### src/rtl/pair_range_pkg.sv
// -----------------------------------------------------------------------------
// pair_range_pkg
// Shared definitions for the pair_range_gen producer:
//   - PR_WIDTH     : default datapath width (signed two's complement).
//   - pr_state_e   : generator FSM states (_state_done, _state_run).
//   - pr_range_ok  : combines signed-compare results into the in_range term,
//                    with an optional inclusive bound.
// -----------------------------------------------------------------------------
package pair_range_pkg;

    localparam int PR_WIDTH = 32;

    typedef enum logic {
        _state_done = 1'b0,
        _state_run  = 1'b1
    } pr_state_e;

    // The iterator is in range when it has not yet crossed the bound in the
    // direction of travel. A zero step matches neither direction, so the range
    // is empty. With an inclusive bound, landing exactly on the limit counts.
    function automatic logic pr_range_ok(
        input logic step_pos,
        input logic step_neg,
        input logic i_lt_lim,
        input logic i_eq_lim,
        input logic inclusive
    );
        logic i_gt_lim;
        i_gt_lim = !i_lt_lim && !i_eq_lim;
        return (step_pos && (i_lt_lim || (inclusive && i_eq_lim))) ||
               (step_neg && (i_gt_lim || (inclusive && i_eq_lim)));
    endfunction

endpackage

### src/rtl/pair_range_step.sv
// -----------------------------------------------------------------------------
// pair_range_step
// Combinational arithmetic for one iteration of the range generator.
// Ports:
//   i_i        : current iterator value (signed, WIDTH)
//   step_i     : latched step (signed, WIDTH)
//   limit_i    : latched bound (signed, WIDTH)
//   in_range_o : i_i has not crossed limit_i in the direction of step_i
//   next_i_o   : i_i + step_i truncated to WIDTH
//   ovf_o      : the WIDTH+1-bit sum does not fit in WIDTH bits
// Config macro: PAIR_RANGE_GEN_INCLUSIVE_EN makes the bound inclusive.
// -----------------------------------------------------------------------------
module pair_range_step
    import pair_range_pkg::*;
#(
    parameter int WIDTH = PR_WIDTH
) (
    input  logic signed [WIDTH-1:0] i_i,
    input  logic signed [WIDTH-1:0] step_i,
    input  logic signed [WIDTH-1:0] limit_i,
    output logic                    in_range_o,
    output logic signed [WIDTH-1:0] next_i_o,
    output logic                    ovf_o
);

`ifdef PAIR_RANGE_GEN_INCLUSIVE_EN
    localparam logic INCLUSIVE = 1'b1;
`else
    localparam logic INCLUSIVE = 1'b0;
`endif

    logic signed [WIDTH:0] sum;
    logic                  step_pos;
    logic                  step_neg;
    logic                  i_lt_lim;
    logic                  i_eq_lim;

    // Sign bits and a reduction OR avoid mixing the operand with a 32-bit
    // literal, which would otherwise change compare width/signedness.
    assign step_neg = step_i[WIDTH-1];
    assign step_pos = !step_i[WIDTH-1] && (|step_i);
    assign i_lt_lim = (i_i < limit_i);
    assign i_eq_lim = (i_i == limit_i);

    assign in_range_o = pr_range_ok(step_pos, step_neg, i_lt_lim, i_eq_lim, INCLUSIVE);

    // Sign-extend both operands by one bit; the sum overflows WIDTH exactly
    // when the two top bits of the widened result disagree.
    assign sum      = {i_i[WIDTH-1], i_i} + {step_i[WIDTH-1], step_i};
    assign next_i_o = sum[WIDTH-1:0];
    assign ovf_o    = sum[WIDTH] ^ sum[WIDTH-1];

endmodule

### src/rtl/pair_range_gen.sv
// -----------------------------------------------------------------------------
// pair_range_gen
// Ready/valid generator producer: on _start latches base/limit/step and yields
// tuples (_0 = i, _1 = n) for i in range(base, limit, step), n = 0-based index.
// Ports:
//   _clock  : clock, all state updates on posedge
//   _reset  : asynchronous active-low reset
//   _start  : capture base/limit/step and restart generation
//   base    : range start (signed, WIDTH)
//   limit   : range bound, exclusive by default (signed, WIDTH)
//   step    : increment (signed, WIDTH)
//   _ready  : caller accepts the current tuple
//   _valid  : _0/_1 hold an unconsumed tuple
//   _done   : level, high while idle/exhausted
//   _0      : current i
//   _1      : current index n
// Config macro: PAIR_RANGE_GEN_INCLUSIVE_EN (inclusive bound, see step module).
// -----------------------------------------------------------------------------
module pair_range_gen
    import pair_range_pkg::*;
#(
    parameter int WIDTH = PR_WIDTH
) (
    input  logic                    _clock,
    input  logic                    _reset,
    input  logic                    _start,
    input  logic signed [WIDTH-1:0] base,
    input  logic signed [WIDTH-1:0] limit,
    input  logic signed [WIDTH-1:0] step,
    input  logic                    _ready,
    output logic                    _valid,
    output logic                    _done,
    output logic signed [WIDTH-1:0] _0,
    output logic signed [WIDTH-1:0] _1
);

    pr_state_e               state_q;
    logic                    valid_q;
    logic                    done_q;
    logic signed [WIDTH-1:0] out0_q;
    logic signed [WIDTH-1:0] out1_q;
    logic signed [WIDTH-1:0] i_q;
    logic signed [WIDTH-1:0] n_q;
    logic signed [WIDTH-1:0] limit_q;
    logic signed [WIDTH-1:0] step_q;
    logic                    ovf_q;

    logic                    in_range;
    logic signed [WIDTH-1:0] next_i;
    logic                    ovf;
    logic signed [WIDTH-1:0] n_d;
    logic                    advance;

    pair_range_step #(
        .WIDTH(WIDTH)
    ) u_step (
        .i_i       (i_q),
        .step_i    (step_q),
        .limit_i   (limit_q),
        .in_range_o(in_range),
        .next_i_o  (next_i),
        .ovf_o     (ovf)
    );

    assign n_d     = n_q + WIDTH'(1);
    // Move on when the held tuple is being taken or there is nothing held.
    assign advance = _ready || !valid_q;

    always_ff @(posedge _clock or negedge _reset) begin
        if (!_reset) begin
            state_q <= _state_done;
            valid_q <= 1'b0;
            done_q  <= 1'b1;
            out0_q  <= '0;
            out1_q  <= '0;
            i_q     <= '0;
            n_q     <= '0;
            limit_q <= '0;
            step_q  <= '0;
            ovf_q   <= 1'b0;
        end else begin
            done_q <= 1'b0;
            if (_ready) begin
                valid_q <= 1'b0;
            end

            if (_start) begin
                // Restart drops any pending tuple; a same-cycle _ready is
                // not treated as consuming it.
                limit_q <= limit;
                step_q  <= step;
                i_q     <= base;
                n_q     <= '0;
                valid_q <= 1'b0;
                ovf_q   <= 1'b0;
                state_q <= _state_run;
            end else if (advance) begin
                case (state_q)
                    _state_run: begin
                        if (in_range && !ovf_q) begin
                            out0_q  <= i_q;
                            out1_q  <= n_q;
                            valid_q <= 1'b1;
                            n_q     <= n_d;
                            i_q     <= next_i;
                            // A wrapped successor must never be emitted, so
                            // this tuple becomes the last one.
                            if (ovf) begin
                                ovf_q <= 1'b1;
                            end
                        end else begin
                            state_q <= _state_done;
                            done_q  <= 1'b1;
                        end
                    end
                    default: begin
                        state_q <= _state_done;
                        done_q  <= 1'b1;
                    end
                endcase
            end
        end
    end

    assign _valid = valid_q;
    assign _done  = done_q;
    assign _0     = out0_q;
    assign _1     = out1_q;

endmodule

### config.mk
export PLATFORM = sky130hd
export DESIGN_NAME = pair_range_gen
export DESIGN_NICKNAME = d
export VERILOG_FILES = /design/src/rtl/pair_range_pkg.sv /design/src/rtl/pair_range_step.sv /design/src/rtl/pair_range_gen.sv
export SDC_FILE = /design/constraint.sdc
export NUM_CORES = 1
export LEC_CHECK = 0
export ABC_AREA = 1
export ABC_CLOCK_PERIOD_IN_PS = 2800
export BUFFER_PORTS_ARGS = -buffer_cell sky130_fd_sc_hd__buf_4
export CORE_MARGIN = 1.5
export CORE_UTILIZATION = 40
export CTS_CLUSTER_DIAMETER = 200
export DETAILED_ROUTE_END_ITERATION = 8
export SLEW_MARGIN = 20
export SYNTH_ARGS = -nofsm -noshare
export SYNTH_HDL_FRONTEND = slang
export SYNTH_SLANG_ARGS = --single-unit
### constraint.sdc
create_clock -name _clock -period 2.8 [get_ports _clock]
set_clock_uncertainty 0.05 [all_clocks]
set_input_delay 0.84 -clock _clock [delete_from_list [all_inputs] [get_ports _clock]]
set_output_delay 0.84 -clock _clock [all_outputs]
set_load 0.005 [all_outputs]
**Word level (Yosys, flattened, before mapping)**

Cells that the tools add are included.

- Memory bits (read-only): 0
- Latch bits: 0
- Register bits: 196
- Output and inout bits: 66
- Memories kept: 0
- Memory bits (writable): 0
- Bits of input ports: 100

- Shift operators: 0
- Bitwise logic cells: 2
- Equality and inequality tests: 1
- Multipliers: 0
- Reductions and logical operators: 20
- Mux-type cells: 26
- Div/mod/pow operators: 0
- Order comparisons: 1
- Add/sub/neg operators: 2

Operator list:

| operator | number |
|---|---|
| $mux 32 | 8 |
| $add 32x32->33 | 1 |
| $add 32x2->32 const B | 1 |
| $eq 32x32->1 | 1 |
| $lt 32x32->1 | 1 |
| $reduce_or 32->1 | 1 |
| $mux 1 | 18 |
| $reduce_and 4->1 | 2 |
| $reduce_bool 2->1 | 4 |
| $logic_and 1x1->1 | 5 |
| $logic_not 1->1 | 5 |
| $reduce_and 3->1 | 1 |
| $logic_or 1x1->1 | 2 |
| $not 1->1 | 1 |
| $xor 1x1->1 | 1 |

**Longest topological paths before layout**

Gate-level depths: netlist (run 1).

- Word-level depth: 10
- Depth in mapped cells: 22
- Gate-level depth less buffers: 20

**By module**

Synthesis (run 1) repeated with hierarchy kept, for this count alone.

- Cells, all modules: 1,488
- Area total of the unflattened synthesis: 11,247.0 um^2

By module, submodules not included:

| module | times used | area each (um^2) | cells an instance |
|---|---|---|---|
| pair_range_gen | 1 | 8,406.8 | 1,005 |
| pair_range_step | 1 | 2,840.2 | 483 |

**Least setup slack after synthesis (run 1)**

Ideal clock, no wire load.

- Path kind: flip-flop to flip-flop
- Start: register i_q[0]
- End: register i_q[22]
- Library setup time: 0.117 ns
- Buffers on the path: 0
- Setup slack: 0.545 ns
- Data arrival time: 2.088 ns
- Stages on the path, launching flop included: 12
- Clock period less this slack: 2.255 ns
- Cell sequence: dfrtp_1 -> ha_1 -> fa_1 -> nand3_1 -> nand2_1 -> a21oi_1 -> o21ai_0 -> a21oi_1 -> xor2_1 -> o21ai_0 -> nand2_1 -> nand2_1

- Cells in the longest elaborated chain, start to end: 8

Ends and longest elaborated chain:

| element | line | text |
|---|---|---|
| start: declaration | pair_range_gen.sv:42 | `logic signed [WIDTH-1:0] i_q;` |
| start signal: assignment | pair_range_gen.sv:92 | `i_q <= base;` |
| start signal: assignment | pair_range_gen.sv:105 | `i_q <= next_i;` |
| $lt 32x32->1 / $eq 32x32->1 (equally long branches) | pair_range_step.sv:42, pair_range_step.sv:43 |  |
| $logic_not 1->1 | pair_range_pkg.sv:29 | `i_gt_lim = !i_lt_lim && !i_eq_lim;` |
| $logic_and 1x1->1 | pair_range_pkg.sv:29 |  |
| $logic_and 1x1->1 | pair_range_pkg.sv:31 | `(step_neg && (i_gt_lim \|\| (inclusive && i_eq_lim)));` |
| $logic_or 1x1->1 | pair_range_pkg.sv:30 | `return (step_pos && (i_lt_lim \|\| (inclusive && i_eq_lim))) \|\|` |
| $logic_and 1x1->1 | pair_range_gen.sv:100 | `if (in_range && !ovf_q) begin` |
| $reduce_bool 2->1 (no line) | - |  |
| $reduce_and 3->1 (no line) | - |  |

Parallel ways exist; a longest one is shown, timed or not. The select of a mux whose other input is x is not followed.
A chain may end at the register's enable or synchronous reset.

**Final worst setup path (run 1)**

- Start: register i_q[31]
- End: register out1_q[27], in the netlist _1[27]

- Cells in the longest elaborated chain, start to end: 7

Ends and longest elaborated chain:

| element | line | text |
|---|---|---|
| $lt 32x32->1 / $eq 32x32->1 (equally long branches) | pair_range_step.sv:42, pair_range_step.sv:43 |  |
| $logic_not 1->1 | pair_range_pkg.sv:29 |  |
| $logic_and 1x1->1 | pair_range_pkg.sv:29 |  |
| $logic_and 1x1->1 | pair_range_pkg.sv:31 |  |
| $logic_or 1x1->1 (*) | pair_range_pkg.sv:30 |  |
| $logic_and 1x1->1 (*) | pair_range_gen.sv:100 |  |
| $reduce_and 4->1 (no line) (*) | - |  |
| end signal: assignment | pair_range_gen.sv:102 | `out1_q <= n_q;` |
| end: declaration | pair_range_gen.sv:41 | `logic signed [WIDTH-1:0] out1_q;` |

Mark *: on every way between the ends. The rest lies on a longest branch, timed or not.

==> results of run 1 <==
-- worst max-delay path: stages, from the launching register on --
cell,delay (ps)
dfrtp_1,450
ha_4,340
nand2_1,80
nor2_2,150
and2_4,190
and3_4,200
nand2_1,90
nand3_1,80
nand3_1,90
nand2_2,110
nand3_4,120
nor2_4,200
buf_12,150
clkbuf_16,190
nand2_1,70
nand2_1,60
-- power groups by stage --
stage	clock network (W)	logic (W)	registers, W
after floorplan	0	0.00361	0.00382
after global placement	0	0.00518	0.00398
after detailed placement	0	0.00524	0.00397
after CTS	0.00244	0.00527	0.00393
after global routing	0.00257	0.00629	0.00400
final	0.00239	0.00558	0.00392
-- synth_stat cells, drive strengths merged (5+ instances only) --
| library cell | n |
|---|---|
| nor3b | 5 |
| buf | 32 |
| nor4 | 11 |
| nand4 | 13 |
| nand3 | 102 |
| dfrtp | 195 |
| inv | 117 |
| nand2 | 633 |
| o211ai | 5 |
| xor2 | 25 |
| ha | 65 |
| a21o | 6 |
| o21bai | 6 |
| clkbuf | 28 |
| a21oi | 56 |
| a21boi | 5 |
| o21a | 5 |
| o21ai | 83 |
| nor2 | 100 |
| nor3 | 31 |
| xnor2 | 22 |
-- timing repair --
action                                 CTS  global route
setup endpoints to repair               35           130
pin swaps                                0             2
setup buffers                            0             4
endpoints found under the hold margin    0             0
cloned                                   0             4
resized for setup                        1            20
-- final timing paths --
kind / from / depth (start not counted) / slack (ps) / endpoint
worst max-delay path: i_q[31] / 15 / 130 / _1[27]
worst min-delay path: _reset / 1 / 330 / limit_q[19]
worst max register to register: i_q[31] / 15 / 130 / _1[27]
worst min register to register: _1[7] / 2 / 430 / _1[7]
max in group asynchronous: _reset / 2 / 1640 / i_q[5]
min in group _clock: _1[7] / 2 / 430 / _1[7]
-- layout make-up --
cell class	instances	area [um^2]	area share
clock inverter	14	121.4	0.008698
sequential	196	4911	0.3520
timing repair buffer	198	1685	0.1208
multi-input combinational	1183	5884	0.4217
inverter	117	439.2	0.03147
clock buffer	18	439.2	0.03147
tap	378	473.0	0.03390
-- sequential cells by signal, indices dropped and copies added (netlist names) --
| signal | count |
|---|---|
| _0 | 32 |
| _1 | 32 |
| i_q | 32 |
| limit_q | 32 |
| n_q | 32 |
| step_q | 32 |
| _done | 1 |
| _valid | 1 |
| ovf_q | 1 |
| state_q | 1 |
-- cells by family (layout without fill, tap and decap cells) --
kind of cell	after synthesis	after routing
and+or+nand+nor	900	900
AOI/OAI and AO/OA	170	170
xor gates and xnor gates	47	47
DFF	196	196
buffers and inverters	177	347
adders and majority gates	66	66
-- stage by stage --
stage / hold slack, ps / std cells / instance area, um^2 / setup WS [ps]
detailed placement: 416.4 / 2064 / 13210 / -11.90
global placement: 408.8 / 2064 / 13210 / 59.86
floorplan: 395.9 / 1556 / 11500 / 545.1
global route: 368.9 / 2104 / 13950 / -16.20
finish: 330.9 / 2104 / 13950 / 128.9
CTS: 351.7 / 2096 / 13770 / 20.26
-- per-layer routing --
layer | part of all wire | up-vias | track usage
li1 | - | 5302 | -
met1 | 0.51 | 4869 | 0.3468
met2 | 0.44 | 299 | 0.3443
met3 | 0.047 | 18 | 0.03078
met4 | 0.0086 | 0 | 0.04678
met5 | 0 | - | 0
==> out/metrics.csv, run 1 <==
stage,metric,value,unit
synthesis,"Distinct cells, synth",36,
synthesis,Yosys reg bits,196,
synthesis,prevailing post-synth register cell,dfrtp_1,
sta,Tmin final,2671,ps
sta,Worst Tran Pin Value,578.9,ps
cts,CTS tree,built,
drt,DRT iter0 DRCs,761,
floorplanning,die area,0.02978,mm^2
global_routing,GR Overflow Total,0,
drt,Antenna Violating Nets Remaining,0,
power,Seq pwr share,0.330,
synthesis,Post-Synth XOR/XNOR Area,0.03580,
cts,Clock Latency Late Sink,440,ps
drt,routed len/inst,16.23,um
power,VDD IR max,0.0005617,V
global_routing,vias in the first global route,10200,
finish,most frequent cells in the layout,"nand2_1 (630), dfrtp_1 (191), buf_4 (181)",
cts,clock tree buffer depth,2,
job,Max-Cap Viols,0,
global_routing,initial antenna violation count,0,
cts,Num CTS Buffers,17,
synthesis,Adder-Cell Fraction of Synth Area,0.07246,
synthesis,asr flop ratio synth,1.000,
critical_path,Worst Path Arrival,3000,ps
critical_path,required time of the critical path,3130,ps
global_routing,largest net degree at the start of global routing,116,
global_routing,first-pass GRT wire length,54.73,mm
sta,Final setup violation count,0,
power,switching part of the total,0.4279,
floorplanning,Die H,172.6,um
outcome,status,"complete, no violations",
synthesis,syn nets,1722,
synthesis,sequential area share after synthesis,0.4266,
placement,DP Wirelength,24.72,mm
power,Clock Power Share,0.201,
critical_path,"Max FO, Critical Path",12,
drt,via count,10490,
critical_path,kind of critical path,flip-flop to flip-flop,
power,Leak,7.226,nW
synthesis,top cell type's share of synthesized area,0.4243,
floorplanning,Core Rows,61,
synthesis,"EDFF count, synth",0,
synthesis,post-synth top area cell,dfrtp_1,
sta,max_slew headroom,0.6141,
sta,Final Hold Vio Count,0,
synthesis,mux contribution to synthesized area,0,
placement,GPL Wtd Cong,0.9067,
synthesis,mean post-synth cell area,7.391,um^2
sta,Fmax,374.4,MHz
global_routing,Tot GR Track Use,0.2279,
floorplanning,core region area,0.02801,mm^2
floorplanning,Starting Density,0.4106,
sta,Final period util,0.9539,
power,P_int,0.006807,W
finish,fraction of layout cells with a size suffix above 1,0.1443,
cts,clk slew on worst S/H paths,80,ps
floorplanning,Ports,166,
min_path,HP Class,input port to asynchronous set/reset pin,
synthesis,post-synthesis simple-gate area fraction,0.3179,
finish,nets,1879,
power,Comb pwr share,0.469,
cts,H-tree depth,4,
power,P per Cell Area,852.7,mW/mm^2
power,Total Power,0.01190,W
synthesis,leading post-synthesis cells by cell area,"dfrtp_1 (42%), nand2_1 (21%), ha_1 (7.1%), nand3_1 (4.4%), inv_1 (3.8%)",
synthesis,Mapped Area,0.01150,mm^2
finish,# fillers,2822,
drt,Initial DRT Pass Iterations,7,
synthesis,yosys warns,0,
cts,CTS sink cnt,196,
synthesis,Synth Area in Compound Gates,0.08073,
finish,Area Growth Syn to Fin,21.34,%
cts,hold_buf cts,0,
power,NetSw,0.005091,W
critical_path,crit end category,flip-flop,
critical_path,CP startpoint kind,flip-flop,
placement,IO Port Bufs,165,
drt,routed vias/inst,4.985,
drt,DR DRC count,0,
finish,"most common cell after layout, fill and taps aside",nand2_1,
drt,Detailed Route WL,34.15,mm
synthesis,Post-Syn Instances,1556,
sta,Final Max Tran Viols,0,
floorplanning,Die Span X,172.6,um
synthesis,main combinational cell family by area after synthesis,simple AND/OR/NAND/NOR gates,
finish,Ant. Diodes,0,
cts,clock root buffer,clkbuf_16,
finish,final core occ,0.4981,
sta,Setup TNS,0,ps
(Power assumes the default switching activity.)
==> inputs of run 2 (changes only) <==
ABC_CLOCK_PERIOD_IN_PS = 3000   (was 2800)
clock period = 3 ns   (was 2.8 ns; I/O delays follow)
==> out/metrics.csv, run 2 (synthesis results as in run 1) <==
stage,metric,value,unit,change
critical_path,Worst Path Arrival,3210,ps,+210 ps
drt,via count,10470,,-0.19%
global_routing,largest net degree at the start of global routing,91,,-22%
critical_path,kind of critical path,flip-flop to flip-flop,,
sta,Worst Tran Pin Value,743.6,ps,+164.8 ps
placement,GPL Wtd Cong,0.9524,,+5.0%
critical_path,reg2reg start,i_q[31],,
placement,IO Port Bufs,165,,unchanged
cts,hold_buf cts,0,,unchanged
sta,Final Max Tran Viols,0,,unchanged
critical_path,worst r2r path cells,15,,unchanged
floorplanning,die area,0.02978,mm^2,unchanged
placement,DP Wirelength,24.73,mm,about the same
cts,Num CTS Buffers,17,,unchanged
global_routing,GR Overflow Total,0,,unchanged
critical_path,CP startpoint kind,flip-flop,,
finish,fraction of layout cells with a size suffix above 1,0.1351,,-0.009145
critical_path,required time of the critical path,3330,ps,+200 ps
global_routing,first-pass GRT wire length,54.27,mm,-0.84%
floorplanning,Ports,166,,unchanged
finish,Multi-input gate area,0.005849,mm^2,-0.60%
finish,most frequent cells in the layout,"nand2_1 (631), dfrtp_1 (195), buf_4 (173)",,
critical_path,FF-to-FF End,_1[2],,
job,Max-Cap Viols,0,,unchanged
cts,clock tree buffer depth,2,,unchanged
min_path,HP Class,input port to asynchronous set/reset pin,,
floorplanning,core region area,0.02801,mm^2,unchanged
drt,routed len/inst,15.98,um,-1.6%
finish,# fillers,2782,,-1.4%
cts,H-tree depth,4,,unchanged
critical_path,crit end category,flip-flop,,
sta,Tmin final,2883,ps,+211.8 ps
finish,Ant. Diodes,0,,unchanged
global_routing,vias in the first global route,10340,,+1.4%
power,VDD IR max,0.0004432,V,-21%
placement,# placed instances,2061,,-0.15%
drt,DRT iter0 DRCs,670,,-12%
drt,routed vias/inst,4.997,,+0.24%
sta,Final period util,0.9609,,+0.006994
sta,Hold WS,389.1,ps,+58.17 ps
drt,DR DRC count,0,,unchanged
floorplanning,Die Span X,172.6,um,unchanged
floorplanning,Core Rows,61,,unchanged
critical_path,flop2flop setup slack,120,ps,about the same
drt,Detailed Route WL,33.48,mm,-2.0%
sta,Final Hold Vio Count,0,,unchanged
floorplanning,Starting Density,0.4106,,unchanged
finish,Finished Layout Cells,2095,,-0.43%
cts,CTS sink cnt,196,,unchanged
outcome,status,"complete, no violations",,
sta,max_slew headroom,0.4990,,-0.1151
power,Leak,7.188,nW,-0.52%
sta,Fmax,346.9,MHz,-7.3%
drt,Initial DRT Pass Iterations,7,,unchanged
cts,clk slew on worst S/H paths,90,ps,about the same
drt,Antenna Violating Nets Remaining,0,,unchanged
finish,"most common cell after layout, fill and taps aside",nand2_1,,
cts,Clock Latency Late Sink,450,ps,about the same
power,P per Cell Area,797.8,mW/mm^2,-6.4%
critical_path,CP Launch Point,i_q[31],,
global_routing,Tot GR Track Use,0.2274,,-0.0005492
finish,Area Growth Syn to Fin,20.52,%,
cts,clock root buffer,clkbuf_16,,
global_routing,initial antenna violation count,0,,unchanged
finish,FF+latch area,0.004906,mm^2,-0.10%
critical_path,"Max FO, Critical Path",14,,+2
sta,Final setup violation count,0,,unchanged
floorplanning,Die H,172.6,um,unchanged
cts,CTS tree,built,,
finish,nets,1871,,-0.43%
critical_path,Critical Path End,_1[2],,
## run 2: report_power, final
part | switching [W] | internal, W | total [W] | leakage [nW]
Clock | 0.00114 | 0.00117 | 0.00231 | 0.271
Combinational | 0.00306 | 0.00202 | 0.00507 | 4.40
Sequential | 0.000514 | 0.00316 | 0.00368 | 2.52
## run 2: per-stage QoR
step / instance area, um^2 / utilization / total power (W) / setup slack [ps] / TNS (ps)
after CTS: 13770 / 0.4915 / 0.01098 / 40.28 / 0
after detailed placement: 13200 / 0.4711 / 0.008634 / 8.611 / 0
after global placement: 13200 / 0.4711 / 0.008567 / -12.31 / -12.31
final: 13860 / 0.4948 / 0.01106 / 117.2 / 0
after global routing: 13860 / 0.4948 / 0.01194 / -8.302 / -8.302
after floorplan: 11500 / - / 0.006931 / 745.1 / 0
## run 2: cell type report
| cell class | instances | area share |
|---|---|---|
| inverter | 117 | 0.03169 |
| clock inverter | 14 | 0.01020 |
| clock buffer | 17 | 0.03069 |
| tap | 378 | 0.03412 |
| sequential | 196 | 0.3540 |
| timing repair buffer | 190 | 0.1173 |
| multi-input combinational | 1183 | 0.4220 |
## run 2: routing by layer
metal	GRT usage	vias up	part of all wire
li1	-	5286	-
met1	0.3354	4885	0.50
met2	0.3511	277	0.44
met3	0.03408	20	0.050
met4	0.05117	0	0.0091
met5	0	-	0
## run 2: how the worst min path moves through the flow
stage                  endpoint  slack (ps)
detailed placement        _0[7]         420
floorplan            limit_q[0]         400
finish              limit_q[27]         390
global route        limit_q[25]         410
CTS                  step_q[27]         390
global placement     limit_q[0]         410
## run 2: worst max-delay path: stages, from the launching register on
cell,delay [ps]
dfrtp_1,450
ha_4,350
nand2_1,80
nor2_1,210
and2_4,210
and3_2,250
nand2_1,100
nand3_1,80
nand3_1,90
nand2_2,100
nand3_2,180
nor2_4,180
buf_12,140
buf_12,170
nand2_1,80
nand2_1,70
## run 2: timing repair
item                       4_1_cts  5_1_grt
resized for setup                2        5
pin swaps                        0        1
setup endpoints to repair       35      129
setup buffers                    0        1
cloned                           0        2
